==> src/rtl/turf_bus_regif_v3.sv <==
`timescale 1ns/1ps
// turf_bus_regif_v3
// Byte-serial (parametrised beat width) register bus slave for the TURFIO
// chip-select / write-not-read bus. Decodes single and burst transfers and
// presents a register-file strobe interface to downstream banks.
//
// Transaction format on the bus (one beat per clock while cs_n_i is low):
//   first beat    : register address (low ADDR_WIDTH bits)
//   write beats   : WORD_WIDTH/BUS_WIDTH beats per word, LSB beat first;
//                   the address auto-increments after every complete word
//   read          : one request cycle, one turnaround cycle, then the word
//                   LSB beat first; holding cs low reads the next address
//
// Ports:
//   clk_i, rst_i          clock, asynchronous active-high reset
//   cs_n_i, wnr_i         bus chip select (active low), 1=write / 0=read
//   bus_di_i              incoming bus beat
//   bus_do_o, bus_oe_o    outgoing bus beat and its drive enable
//   wr_stb_o/_addr/_data  one-cycle write strobe with address and word
//   rd_stb_o/_addr        one-cycle read request with address
//   rd_data_i             read data, valid the cycle after rd_stb_o
//   state_o               FSM state for debug
module turf_bus_regif_v3 #(
  parameter int                    BUS_WIDTH  = 8,
  parameter int                    WORD_WIDTH = 32,
  parameter int                    ADDR_WIDTH = 8,
  parameter logic [WORD_WIDTH-1:0] IDENT      = "TURF",
  parameter logic [WORD_WIDTH-1:0] VERSION    = '0
) (
  input  logic                  clk_i,
  input  logic                  rst_i,
  input  logic                  cs_n_i,
  input  logic                  wnr_i,
  input  logic [BUS_WIDTH-1:0]  bus_di_i,
  output logic [BUS_WIDTH-1:0]  bus_do_o,
  output logic                  bus_oe_o,
  output logic                  wr_stb_o,
  output logic [ADDR_WIDTH-1:0] wr_addr_o,
  output logic [WORD_WIDTH-1:0] wr_data_o,
  output logic                  rd_stb_o,
  output logic [ADDR_WIDTH-1:0] rd_addr_o,
  input  logic [WORD_WIDTH-1:0] rd_data_i,
  output logic [2:0]            state_o
);

  // WORD_WIDTH must be a multiple of BUS_WIDTH with at least two beats,
  // and the address must fit in a single beat.
  localparam int NBEATS = WORD_WIDTH / BUS_WIDTH;
  localparam int BEAT_W = $clog2(NBEATS);
  localparam logic [BEAT_W-1:0] LAST_BEAT = BEAT_W'(NBEATS - 1);

  typedef enum logic [2:0] {
    IDLE  = 3'd0,
    WDATA = 3'd1,
    RREQ  = 3'd2,
    RWAIT = 3'd3,
    RDATA = 3'd4
  } state_t;

  logic                  cs_q;
  logic                  wnr_q;
  logic [BUS_WIDTH-1:0]  di_q;

  state_t                state_q;
  state_t                state_d;
  logic [ADDR_WIDTH-1:0] addr_q;
  logic [BEAT_W-1:0]     beat_q;
  logic [WORD_WIDTH-1:0] word_q;
  logic [WORD_WIDTH-1:0] word_asm;
  logic [WORD_WIDTH-1:0] shift_q;
  logic [WORD_WIDTH-1:0] rd_word;
  logic                  oe_q;
  logic                  wr_stb_q;
  logic [ADDR_WIDTH-1:0] wr_addr_q;
  logic [WORD_WIDTH-1:0] wr_data_q;

  // ---- input stage: every bus input is registered once ----
  always_ff @(posedge clk_i or posedge rst_i) begin
    if (rst_i) begin
      cs_q  <= 1'b1;
      wnr_q <= 1'b1;
      di_q  <= '0;
    end else begin
      cs_q  <= cs_n_i;
      wnr_q <= wnr_i;
      di_q  <= bus_di_i;
    end
  end

  // ---- decode stage: FSM next state ----
  always_comb begin
    state_d = state_q;
    case (state_q)
      IDLE: begin
        if (!cs_q) state_d = wnr_q ? WDATA : RREQ;
      end
      WDATA: begin
        if (cs_q) state_d = IDLE;
      end
      RREQ: begin
        state_d = cs_q ? IDLE : RWAIT;
      end
      RWAIT: begin
        state_d = cs_q ? IDLE : RDATA;
      end
      RDATA: begin
        if (cs_q)                     state_d = IDLE;
        else if (beat_q == LAST_BEAT) state_d = RREQ;
      end
      default: state_d = IDLE;
    endcase
  end

  // Current write word with the incoming beat merged into its slot, so the
  // strobe can present the full word on the same edge as the last beat.
  always_comb begin
    word_asm = word_q;
    for (int b = 0; b < NBEATS; b++) begin
      if (beat_q == BEAT_W'(b)) word_asm[b*BUS_WIDTH +: BUS_WIDTH] = di_q;
    end
  end

  // Addresses 0 and 1 are answered locally; the request still goes out.
  always_comb begin
    rd_word = rd_data_i;
    if (addr_q == '0)                   rd_word = IDENT;
    else if (addr_q == ADDR_WIDTH'(1))  rd_word = VERSION;
  end

  always_ff @(posedge clk_i or posedge rst_i) begin
    if (rst_i) state_q <= IDLE;
    else       state_q <= state_d;
  end

  // ---- transfer stage: address, beat counter, word and shift registers ----
  always_ff @(posedge clk_i or posedge rst_i) begin
    if (rst_i) begin
      addr_q    <= '0;
      beat_q    <= '0;
      word_q    <= '0;
      shift_q   <= '0;
      oe_q      <= 1'b0;
      wr_stb_q  <= 1'b0;
      wr_addr_q <= '0;
      wr_data_q <= '0;
    end else begin
      wr_stb_q <= 1'b0;
      case (state_q)
        IDLE: begin
          if (!cs_q) begin
            addr_q <= di_q[ADDR_WIDTH-1:0];
            beat_q <= '0;
          end
        end
        WDATA: begin
          if (!cs_q) begin
            word_q <= word_asm;
            if (beat_q == LAST_BEAT) begin
              wr_stb_q  <= 1'b1;
              wr_addr_q <= addr_q;
              wr_data_q <= word_asm;
              addr_q    <= addr_q + ADDR_WIDTH'(1);
              beat_q    <= '0;
            end else begin
              beat_q <= beat_q + BEAT_W'(1);
            end
          end
        end
        RREQ: begin
          // Turnaround: start driving one cycle before the first beat.
          oe_q <= !cs_q;
        end
        RWAIT: begin
          if (cs_q) begin
            oe_q <= 1'b0;
          end else begin
            shift_q <= rd_word;
            beat_q  <= '0;
          end
        end
        RDATA: begin
          // Zero-fill on shift leaves the bus at 0 through the burst gap.
          shift_q <= shift_q >> BUS_WIDTH;
          if (cs_q) begin
            oe_q    <= 1'b0;
            shift_q <= '0;
          end else if (beat_q == LAST_BEAT) begin
            addr_q <= addr_q + ADDR_WIDTH'(1);
            beat_q <= '0;
          end else begin
            beat_q <= beat_q + BEAT_W'(1);
          end
        end
        default: begin
          oe_q    <= 1'b0;
          shift_q <= '0;
        end
      endcase
    end
  end

  assign bus_do_o  = shift_q[BUS_WIDTH-1:0];
  assign bus_oe_o  = oe_q;
  assign wr_stb_o  = wr_stb_q;
  assign wr_addr_o = wr_addr_q;
  assign wr_data_o = wr_data_q;
  // The request cycle is exactly the cycle spent in RREQ.
  assign rd_stb_o  = (state_q == RREQ);
  assign rd_addr_o = addr_q;
  assign state_o   = state_q;

endmodule

==> config.mk <==
export PLATFORM = sky130hd
export DESIGN_NAME = turf_bus_regif_v3
export DESIGN_NICKNAME = d
export VERILOG_FILES = /design/src/rtl/turf_bus_regif_v3.sv
export SDC_FILE = /design/constraint.sdc
export NUM_CORES = 1
export LEC_CHECK = 0
export BUFFER_PORTS_ARGS = -buffer_cell sky130_fd_sc_hd__buf_2
export CORE_MARGIN = 10
export CORE_UTILIZATION = 29
export DETAILED_ROUTE_END_ITERATION = 8
export GPL_TIMING_DRIVEN = 0
export PLACE_DENSITY_LB_ADDON = 0.3
export SLEW_MARGIN = 15
export SYNTH_ARGS = -nofsm -noshare
export SYNTH_HDL_FRONTEND = slang
export SYNTH_SLANG_ARGS = --single-unit
==> constraint.sdc <==
create_clock -name clk_i -period 7.2 [get_ports clk_i]
set_input_delay 0.72 -clock clk_i [delete_from_list [all_inputs] [get_ports clk_i]]
set_output_delay 0.72 -clock clk_i [all_outputs]
set_load 0.05 [all_outputs]
=== Yosys cells after proc, flatten, opt, wreduce, memory -nomap -nowiden ===
Index checks and enable logic that the tools add are counted.

* Memories kept: 0
* Bits in latches: 0
* Bits in registers: 129
* Bits in read-only memories: 0
* Bits in writable memories: 0

* Add/subtract/negate cells: 2
* Magnitude comparators: 0
* Bitwise gates (word level): 3
* Eq/ne operators: 16
* Reductions and logical operators: 18
* Div/mod/pow operators: 0
* Multiplexer cells: 30
* Shifts and indexed selects: 0
* Multiply operators: 0

{| class="wikitable"
|+ Operators with widths
! kind !! number
|-
| two-way mux 32 bit || 3
|-
| one-hot mux 32 bit (3 select lines) || 1
|-
| two-way mux 8 bit || 7
|-
| two-way mux 24 bit || 1
|-
| one-hot mux 8 bit (2 select lines) || 1
|-
| two-way mux 3 bit || 5
|-
| one-hot mux 3 bit (5 select lines) || 1
|-
| two-way mux 2 bit || 5
|-
| inequality test 2 bit, second input constant || 5
|-
| AND reduction 3 bit || 3
|-
| adder 8 x 1 -> 8 bit, second input constant || 1
|-
| equality test 8 x 1 -> 1 bit, second input constant || 1
|-
| zero test 8 bit || 1
|-
| OR reduction 2 bit || 4
|-
| equality test 3 x 2 -> 1 bit, second input constant || 2
|-
| AND reduction 2 bit || 3
|-
| equality test 2 bit, second input constant || 2
|-
| two-way mux 1 bit || 4
|-
| inequality test 2 x 1 -> 1 bit, second input constant || 2
|-
| one-hot mux 2 bit (2 select lines) || 1
|-
| AND reduction 4 bit || 1
|-
| nonzero test 2 bit || 2
|-
| equality test 3 x 1 -> 1 bit, second input constant || 1
|-
| equality test 3 bit, second input constant || 1
|-
| other kinds (9) || 11
|}

=== Logic depth before layout (Yosys ltp) ===
Gate-level depths: netlist (run 1).

* Word-level depth: 5
* Mapped depth: 8
* Gate-level depth less buffers: 5

=== Least setup slack after synthesis (run 1) ===
OpenSTA, ideal clock, no wires.

* Kind: reg2out
* From: register state_q[1], in the netlist state_o[1]
* To: output rd_stb_o
* Required time: 6.480 ns
* Cell stages (with the launch flop): 4
* Data arrival time: 1.757 ns
* Buffers on the path: 1
* Path slack: 4.723 ns
* Cells stage by stage: dfrtp_1 -> buf_2 -> nand2_1 -> nor2_1

* Longest elaborated chain between the ends: 1

{| class="wikitable"
|+ Ends and longest elaborated chain
! what !! line !! RTL
|-
| from (decl) || 64 || <nowiki>state_t state_q;</nowiki>
|-
| from (signal assigned) || 132 || <nowiki>else state_q <= state_d;</nowiki>
|-
| equality test 3 x 2 -> 1 bit || 208 || <nowiki>assign rd_stb_o = (state_q == RREQ);</nowiki>
|-
| to (decl) || 40 || <nowiki>output logic rd_stb_o,</nowiki>
|}

No other way between the ends.

=== Final worst setup path (run 1) ===
Ends and elaborated chain as after synthesis.

==> impl_metrics.ini, run 1 <==
[run_status]
status = complete, no violations

[clocking]
htreeDepth = 4
cts_resized = 0
clk_pin_slew_ns = 0.06
cts_num_sinks = 121
clkLatencyLatePin_ns = 0.41
cts_hold_buf = 0
clockBufferDepth = 2
cts_buffers = 17
clock_tree.root_cell = clkbuf_16
cts_tree = yes
cts_setup_buffers = 0

[power]
p_sw_uw = 981
p_clk_share_pct = 34.0
intPower_uw = 1740
swShare_pct = 36.1
powerDensity_nw_per_um2 = 392
combinationalPowerShare_pct = 29.0
leakage_uw = 0.00348
ir_drop_mv = 0.226
totalPowerFinal_uw = 2720
seqPwrFrac_pct = 36.9

[yosys]
ys_types = 47
syn_avg_cell_area_um2 = 11.3
async_flop_share_pct = 100
synth_edf_count = 0
synthCells = 484
ys_ff_latch = 121
syn-cell-area_um2 = 5450
syn-num-nets = 535
synth_ff_type = dfrtp_1
yosysSeqAreaShare_pct = 55.6
ys_warn_count = 0

[routing]
via_count = 4204
first_iter_violations = 169
postRouteAntennaNets = 0
vias_per_cell = 4.91
drtPass1Iterations = 5
wl_um = 15300
wire_per_inst_um = 17.9
drc = 0

[floorplan]
die_height_um = 157
core-area_um2 = 18600
floorplan.initialDensity_pct = 29.3
die_w_um = 157
num_rows = 50
design.die.area_um2 = 24700
ios = 106

[worst_setup_path]
path_class = reg -> out
critPathLaunchType = flip-flop
worst-path-max-fanout = 10
critPathRequiredTime_ns = 6.48
end_kind = output port
cp.arrival_ns = 1.73

[global_routing]
antenna_found_initial = 0
grt_pass1_wl_um = 24100
grt_pass1_vias = 4302
grtUsageTotal_pct = 12.5
grt_overflow = 0
grt_max_degree = 77

[place]
gp_congestion = 0.826
hpwl_um = 11000
io_buffers = 105
dp_cells = 824
place_area_um2 = 6300

[timing]
fin_setup_tns_ns = 0
hold_viol = 0
worst_pin_slew_ns = 0.676
fin_crit_ns = 2.45
finalCritPeriodShare_pct = 34.1
rsz0062_at_grt = no
holdWs_ns = 0.332
finalSetupViolations = 0
slew_headroom_pct = 54.8
max_freq_mhz = 408
fin_skew_ns = 0.00713
finalMaxSlewViolations = 0

[finish]
final_area_um2 = 6940
antennaDiodeCount = 0
area_growth_syn_to_layout_pct = 27.3
drive_gt1_share_pct = 33.4
fin_cells = 856
layout.nets = 660

[job]
max-cap-violations = 0

[min_path]
hold_class = in -> async
## flip-flops by register name, summed over array words and instances, names as in the netlist
signal	flops
di_q	8
wr_data_o	32
shift_q	32
cs_q	1
word_q	24
rd_addr_o	8
wnr_q	1
wr_stb_o	1
state_o	3
beat_q	2
bus_oe_o	1
wr_addr_o	8
## path summary, 6_finish.rpt
| path | startpoint | endpoint | slack [ns] | cells past startpoint |
|---|---|---|---|---|
| max | state_o[1] | rd_stb_o | 4.75 | 4 |
| min | rst_i | shift_q[1] | 0.33 | 2 |
| max reg2reg | cs_q | shift_q[12] | 5.00 | 7 |
| min reg2reg | wr_addr_o[4] | wr_addr_o[4] | 0.47 | 2 |
| max in group asynchronous | rst_i | wr_data_o[28] | 6.14 | 3 |
| min in group clk_i | bus_di_i[0] | di_q[0] | 0.41 | 1 |
## cell usage in the layout, fill, tap and decap left out, types with 3 or more instances in the layout
cell,count
a211oi_1,3
a21o_1,15
a21oi_1,17
a221oi_1,5
a221oi_2,5
a22o_1,20
a2bb2oi_1,6
a31oi_1,3
and3_1,3
buf_1,6
buf_2,118
buf_4,9
buf_6,3
bufinv_16,4
clkbuf_1,6
clkbuf_16,17
clkinv_4,3
dfrtp_1,119
ha_1,7
inv_1,9
inv_6,5
mux2_2,24
mux2i_1,29
nand2_1,91
nand3_1,7
nand4_1,4
nor2_1,3
nor3_1,7
o21ai_0,35
o31ai_1,10
## per-stage QoR
step,utilization [%],worst slack (ns)
after floorplan,-,3.27
final,37.4,4.75
after CTS,37.4,4.69
after global routing,37.4,4.62
after detailed placement,33.9,4.98
after global placement,33.7,1.83
## cell type report
type | instances | area, µm²
plain buffers | 38 | 216
clock buffers | 17 | 425
clock inverters | 15 | 214
fillers | 1820 | 11600
inverters | 12 | 50.0
multi-input cells | 313 | 2160
flip-flops and latches | 121 | 3030
well taps | 234 | 293
repair buffers | 106 | 553
## cells in the mapped netlist, types with 4 or more instances
master / instances / area, µm²
o31ai_1: 10 / 75.1
mux2_2: 24 / 270
a221oi_2: 5 / 75.1
ha_1: 7 / 87.6
dfrtp_1: 119 / 2980
a22o_1: 20 / 175
buf_1: 6 / 22.5
nand4_1: 4 / 25.0
nand2_1: 91 / 342
buf_2: 13 / 65.1
nor3_1: 7 / 35.0
a2bb2oi_1: 6 / 52.6
inv_1: 10 / 37.5
a221oi_1: 5 / 43.8
mux2i_1: 29 / 290
a21o_1: 15 / 113
o21ai_0: 35 / 175
buf_4: 9 / 67.6
nand3_1: 7 / 35.0
clkbuf_1: 6 / 22.5
a21oi_1: 17 / 85.1
## worst max-delay path, stage by stage, from the launching register on
cell	delay, ns
dfrtp_1	0.45
buf_2	0.29
nand2_1	0.13
nor2_1	0.16
buf_2	0.29
## power by group through the flow
stage / Sequential (µW) / Combinational, µW / Clock (µW)
floorplan: 1170 / 426 / 0
global placement: 1000 / 787 / 0
detailed placement: 1020 / 800 / 0
CTS: 1000 / 803 / 945
global route: 1030 / 855 / 980
finish: 1000 / 790 / 926
## cells by family (layout without fill, tap and decap cells)
logic type      Yosys count  count (layout)  synth area share, %
buf+inv                  50             188                 4.80
simple gates            124             124                 10.3
mux                      53              53                 10.3
compound gates          126             126                 16.7
flops                   121             121                 55.6
xor+xnor                  2               2                0.597
fa+ha+maj                 8               8                 1.81
## per-layer routing
layer | GRT usage, % | vias to the layer above | wire [µm]
met4 | 3.47 | 0 | 82
li1 | - | 1984 | -
met1 | 16.3 | 2069 | 7070
met5 | 0 | - | 0
met2 | 19.0 | 141 | 7000
met3 | 4.56 | 10 | 1170
(Power assumes the default switching activity.)
==> run 2: changes to the inputs <==
Clock period 7.2 ns to 2.1 ns, I/O delays scaled along.
==> impl_metrics.ini, run 2 (synthesis results as in run 1) <==
[worst_setup_path]
cp.arrival_ns = 2.27
path_class = reg -> reg
worst-path-max-fanout = 10
crit_chain = buf_2, inv_1, a31oi_4, clkbuf_4, buf_2, nand2_1, o31ai_1
cp.buffers_inverters = 4
end_kind = flip-flop
rr_worst_depth = 7
critical_path.top_delay_family = buffers and inverters
critPathLaunchType = flip-flop
path_depth = 7
crit_slowest_cell = dfstp_2
slowest_delay_ns = 0.51
crit_path_frequent_cell = buf_2
critPathRequiredTime_ns = 2.42

[job]
max-cap-violations = 0

[finish]
fill_cells = 1836
final_common_cell = dfrtp_1
layout.nets = 684
drive_gt1_share_pct = 32.5
antennaDiodeCount = 0
final_area_um2 = 7170
fin_cells = 880
area_growth_syn_to_layout_pct = 31.5
multi_input_area_um2 = 2180
register_area_um2 = 3030
final_cell_mix = 118 x dfrtp_1, 116 x buf_2, 91 x nand2_1, 35 x o21ai_0, 29 x mux2i_1
utilization_pct = 38.6

[place]
dp_slack_ns = -0.0991
place_area_um2 = 6330
dp_cells = 826
io_buffers = 105
gp_congestion = 0.839
hpwl_um = 11100

[floorplan]
design.die.area_um2 = 24700
ios = 106
floorplan.initialDensity_pct = 29.3
die_w_um = 157
core-area_um2 = 18600
die_height_um = 157
num_rows = 50

[timing]
rsz0062_at_grt = no
fin_crit_ns = 1.95
slew_headroom_pct = 53.2
setup_ws_ns = 0.148
fin_skew_ns = 0.00926
max_freq_mhz = 512
finalMaxSlewViolations = 0
hold_viol = 0
finalSetupViolations = 0
finalCritPeriodShare_pct = 93.0
worst_pin_slew_ns = 0.700

[clocking]
clk_pin_slew_ns = 0.05
cts_buffers = 17
cts_tree = yes
cts_num_sinks = 121
clockBufferDepth = 2
htreeDepth = 4
clkLatencyLatePin_ns = 0.42
clock_tree.root_cell = clkbuf_16

[global_routing]
grt_pass1_wl_um = 24700
grt_pass1_vias = 4470
grt_max_degree = 39
grtUsageTotal_pct = 12.8
grt_overflow = 0
antenna_found_initial = 0

[routing]
vias_per_cell = 4.89
postRouteAntennaNets = 0
drc = 0
wl_um = 15500
wire_per_inst_um = 17.7
drtPass1Iterations = 4
first_iter_violations = 196
via_count = 4302

[power]
powerDensity_nw_per_um2 = 1260
combinationalPowerShare_pct = 30.8
swShare_pct = 36.5
ir_drop_mv = 0.732
leakage_uw = 0.00354
p_clk_share_pct = 30.9
intPower_uw = 5720
seqPwrFrac_pct = 38.3
p_sw_uw = 3290

[run_status]
status = complete, no violations

[min_path]
holdPathStages = 2
hold_class = in -> reg
==> run 2: cell types whose count changed in the layout (fill, tap and decap cells not counted), moves of 2 or more <==
cell	previous run	this run
buf_2	118	116
clkbuf_4	0	2
inv_8	2	0
clkinv_4	3	0
clkinvlp_4	0	6
inv_6	5	2
dlygate4sd3_1	0	24
buf_12	0	3
clkbuf_1	6	9
clkbuf_8	0	3
bufinv_16	4	1
buf_1	6	3
==> run 2: worst paths after layout <==
path                       slack, ns          start            to
max reg2reg                     0.15           cs_q   shift_q[20]
max                             0.15           cs_q   shift_q[20]
min reg2reg                     0.47   wr_addr_o[4]  wr_addr_o[4]
min                             0.02  rd_data_i[17]   shift_q[17]
max in group asynchronous       0.85          rst_i  rd_addr_o[1]
min in group asynchronous       0.45          rst_i    shift_q[9]
==> run 2: power groups by stage <==
stage | Clock, µW | Combinational (µW) | Sequential, µW
floorplan | 0 | 1460 | 4020
detailed placement | 0 | 2760 | 3470
CTS | 2850 | 2810 | 3440
global route | 2960 | 3010 | 3530
finish | 2780 | 2770 | 3450
global placement | 0 | 2700 | 3440
==> run 2: per-layer routing <==
metal	vias up	share of wire, %	global-route usage [%]	wire length, µm
met4	0	1.3	4.19	201
met5	-	0	0	0
met3	18	8.0	4.42	1240
li1	2023	-	-	-
met2	149	45	19.4	6990
met1	2112	46	16.8	7110
==> run 2: what timing repair did <==
item | 4_1_cts | 5_1_grt
setup buffers | 0 | 1
pin swaps | 0 | 1
gates resized for setup | 2 | 4
setup endpoints to repair | 12 | 39
hold buffers | 23 | 1
hold endpoints to repair | 48 | 1
==> run 2: area by class of cell <==
| cell class | count | share of cell area (%) |
|---|---|---|
| sequential | 121 | 42.3 |
| multi-input combinational | 313 | 30.5 |
| timing repair buffer | 133 | 11.6 |
| clock buffer | 23 | 6.67 |
| tap | 234 | 4.08 |
| buffer | 35 | 2.93 |
| clock inverter | 9 | 1.26 |
| inverter | 12 | 0.681 |
==> run 2: metrics by stage <==
step           total power, µW  setup TNS, ns  hold WS, ns
6_report                  9000              0       0.0153
5_1_grt                   9500              0       0.0153
4_1_cts                   9100              0      0.00146
3_5_place_dp              6230         -0.874        0.319
3_3_place_gp              6140         -47.34        0.319
2_1_floorplan             5480              0        0.214
==> run 3: changes to the inputs <==
Settings changed: CAP_MARGIN from default to 20, CTS_BUF_LIST from default to sky130_fd_sc_hd__clkbuf_2 sky130_fd_sc_hd__clkbuf_4 sky130_fd_sc_hd__clkbuf_8.
==> impl_metrics.ini, run 3 (synthesis results as in run 1) <==
[worst_setup_path]
cp.arrival_ns = 2.31
r2r_start = cs_q
crit_chain = buf_2, inv_1, a31oi_4, clkbuf_4, buf_2, nand2_1, o31ai_1
critPathLaunchType = flip-flop
crit_path_frequent_cell = buf_2
crit_slowest_cell = dfstp_2
r2r_end = shift_q[20]
startpoint = cs_q
path_class = reg -> reg
rrSetupSlack_ns = 0.14
slowest_delay_ns = 0.51
critical_path.top_delay_family = buffers and inverters
critPathRequiredTime_ns = 2.45
end_kind = flip-flop
worst-path-max-fanout = 10
cp.buffers_inverters = 4
rr_worst_depth = 7

[global_routing]
grtUsageTotal_pct = 12.8
grt_max_degree = 39
grt_pass1_vias = 4485
grt_overflow = 0
grt_pass1_wl_um = 24800
antenna_found_initial = 0

[timing]
slew_headroom_pct = 52.9
fin_skew_ns = 0.0116
fin_crit_ns = 1.96
max_freq_mhz = 511
worst_pin_slew_ns = 0.704
finalSetupViolations = 0
finalCritPeriodShare_pct = 93.2
finalMaxSlewViolations = 0
hold_viol = 0

[floorplan]
die_height_um = 157
die_w_um = 157
ios = 106
core-area_um2 = 18600
num_rows = 50
floorplan.initialDensity_pct = 29.3
design.die.area_um2 = 24700

[finish]
final_cell_mix = 118 x dfrtp_1, 116 x buf_2, 91 x nand2_1, 35 x o21ai_0
layout.nets = 688
final_common_cell = dfrtp_1
antennaDiodeCount = 0
drive_gt1_share_pct = 32.6
final_area_um2 = 7030
fin_cells = 884
area_growth_syn_to_layout_pct = 29.0

[power]
ir_drop_mv = 0.592
leakage_uw = 0.00348
powerDensity_nw_per_um2 = 1180
totalPowerFinal_uw = 8270

[place]
io_buffers = 105
hpwl_um = 11100
gp_congestion = 0.839
dp_cells = 826
place_area_um2 = 6330

[clocking]
cts_tree = yes
clockBufferDepth = 2
clkLatencyLatePin_ns = 0.45
cts_buffers = 17
htreeDepth = 4
clk_pin_slew_ns = 0.07
clock_tree.root_cell = clkbuf_8
cts_num_sinks = 121

[routing]
drtPass1Iterations = 8
wire_per_inst_um = 17.6
drc = 0
postRouteAntennaNets = 0
via_count = 4329
vias_per_cell = 4.90
first_iter_violations = 217
wl_um = 15600

[run_status]
status = complete, no violations

[min_path]
min_to = shift_q[24]
hold_class = in -> reg
holdPathStages = 2
hold_start = rd_data_i[24]

[job]
max-cap-violations = 0
run 3: cell types whose count changed in the layout (fill, tap and decap cells not counted):
cell,delta
clkbuf_16,-17
clkbuf_8,+17
dlygate4sd3_1,+5
clkbuf_1,-3
clkbuf_4,+3
buf_4,-1
run 3: layout make-up:
type,count,area (µm²)
Clock inverter,9,90.1
Fill cell,1842,11500
Buffer,35,210
Timing Repair Buffer,137,876
Multi-Input combinational cell,313,2180
Tap cell,234,293
Sequential cell,121,3030
Clock buffer,23,298
Inverter,12,48.8
run 3: repair_timing:
item | in CTS | in global routing
hold endpoints to repair | 54 | 0
hold buffers | 29 | 0
setup buffers | 0 | 0
gates resized for setup | 1 | 5
pin swaps | 0 | 1
setup endpoints to repair | 12 | 75
run 3: how the worst max path moves through the flow:
| stage | to | depth (start not counted) |
|---|---|---|
| floorplan | rd_stb_o | 3 |
| global placement | wr_data_o[28] | 2 |
| CTS | wr_data_o[14] | 6 |
| global route | wr_data_o[17] | 7 |
| detailed placement | shift_q[20] | 7 |
| finish | shift_q[20] | 7 |
run 3: per-layer routing:
metal	routed length, µm	share of wire (%)	vias up	global-route usage (%)
met1	7100	46	2133	16.7
li1	-	-	2026	-
met3	1240	7.9	19	4.18
met2	7080	45	151	19.4
met4	159	1.0	0	4.36
met5	0	0	-	0
run 3: worst register-to-register path, cell delays in order (launching register included):
cell and delay (ns):
dfstp_2 0.51, buf_2 0.21, inv_1 0.19, a31oi_4 0.30
clkbuf_4 0.27, buf_2 0.25, nand2_1 0.09, o31ai_1 0.07
run 3: power by group:
| part | internal [µW] | total (µW) | switching [µW] |
|---|---|---|---|
| sequential | 2970 | 3440 | 464 |
| clock | 1070 | 2060 | 983 |
| combinational | 1020 | 2780 | 1760 |
| total | 5060 | 8270 | 3210 |
run 3: through the flow:
step	setup TNS [ns]	util, %	hold slack (ns)	setup slack, ns
floorplan	0	-	0.214	0.133
global placement	-47.34	33.8	0.319	-0.401
detailed placement	-0.874	34.1	0.319	-0.0991
CTS	-0.0179	37.8	0.000592	-0.0157
global route	-0.0335	37.8	0.0170	-0.0157
finish	0	37.8	0.0266	0.144
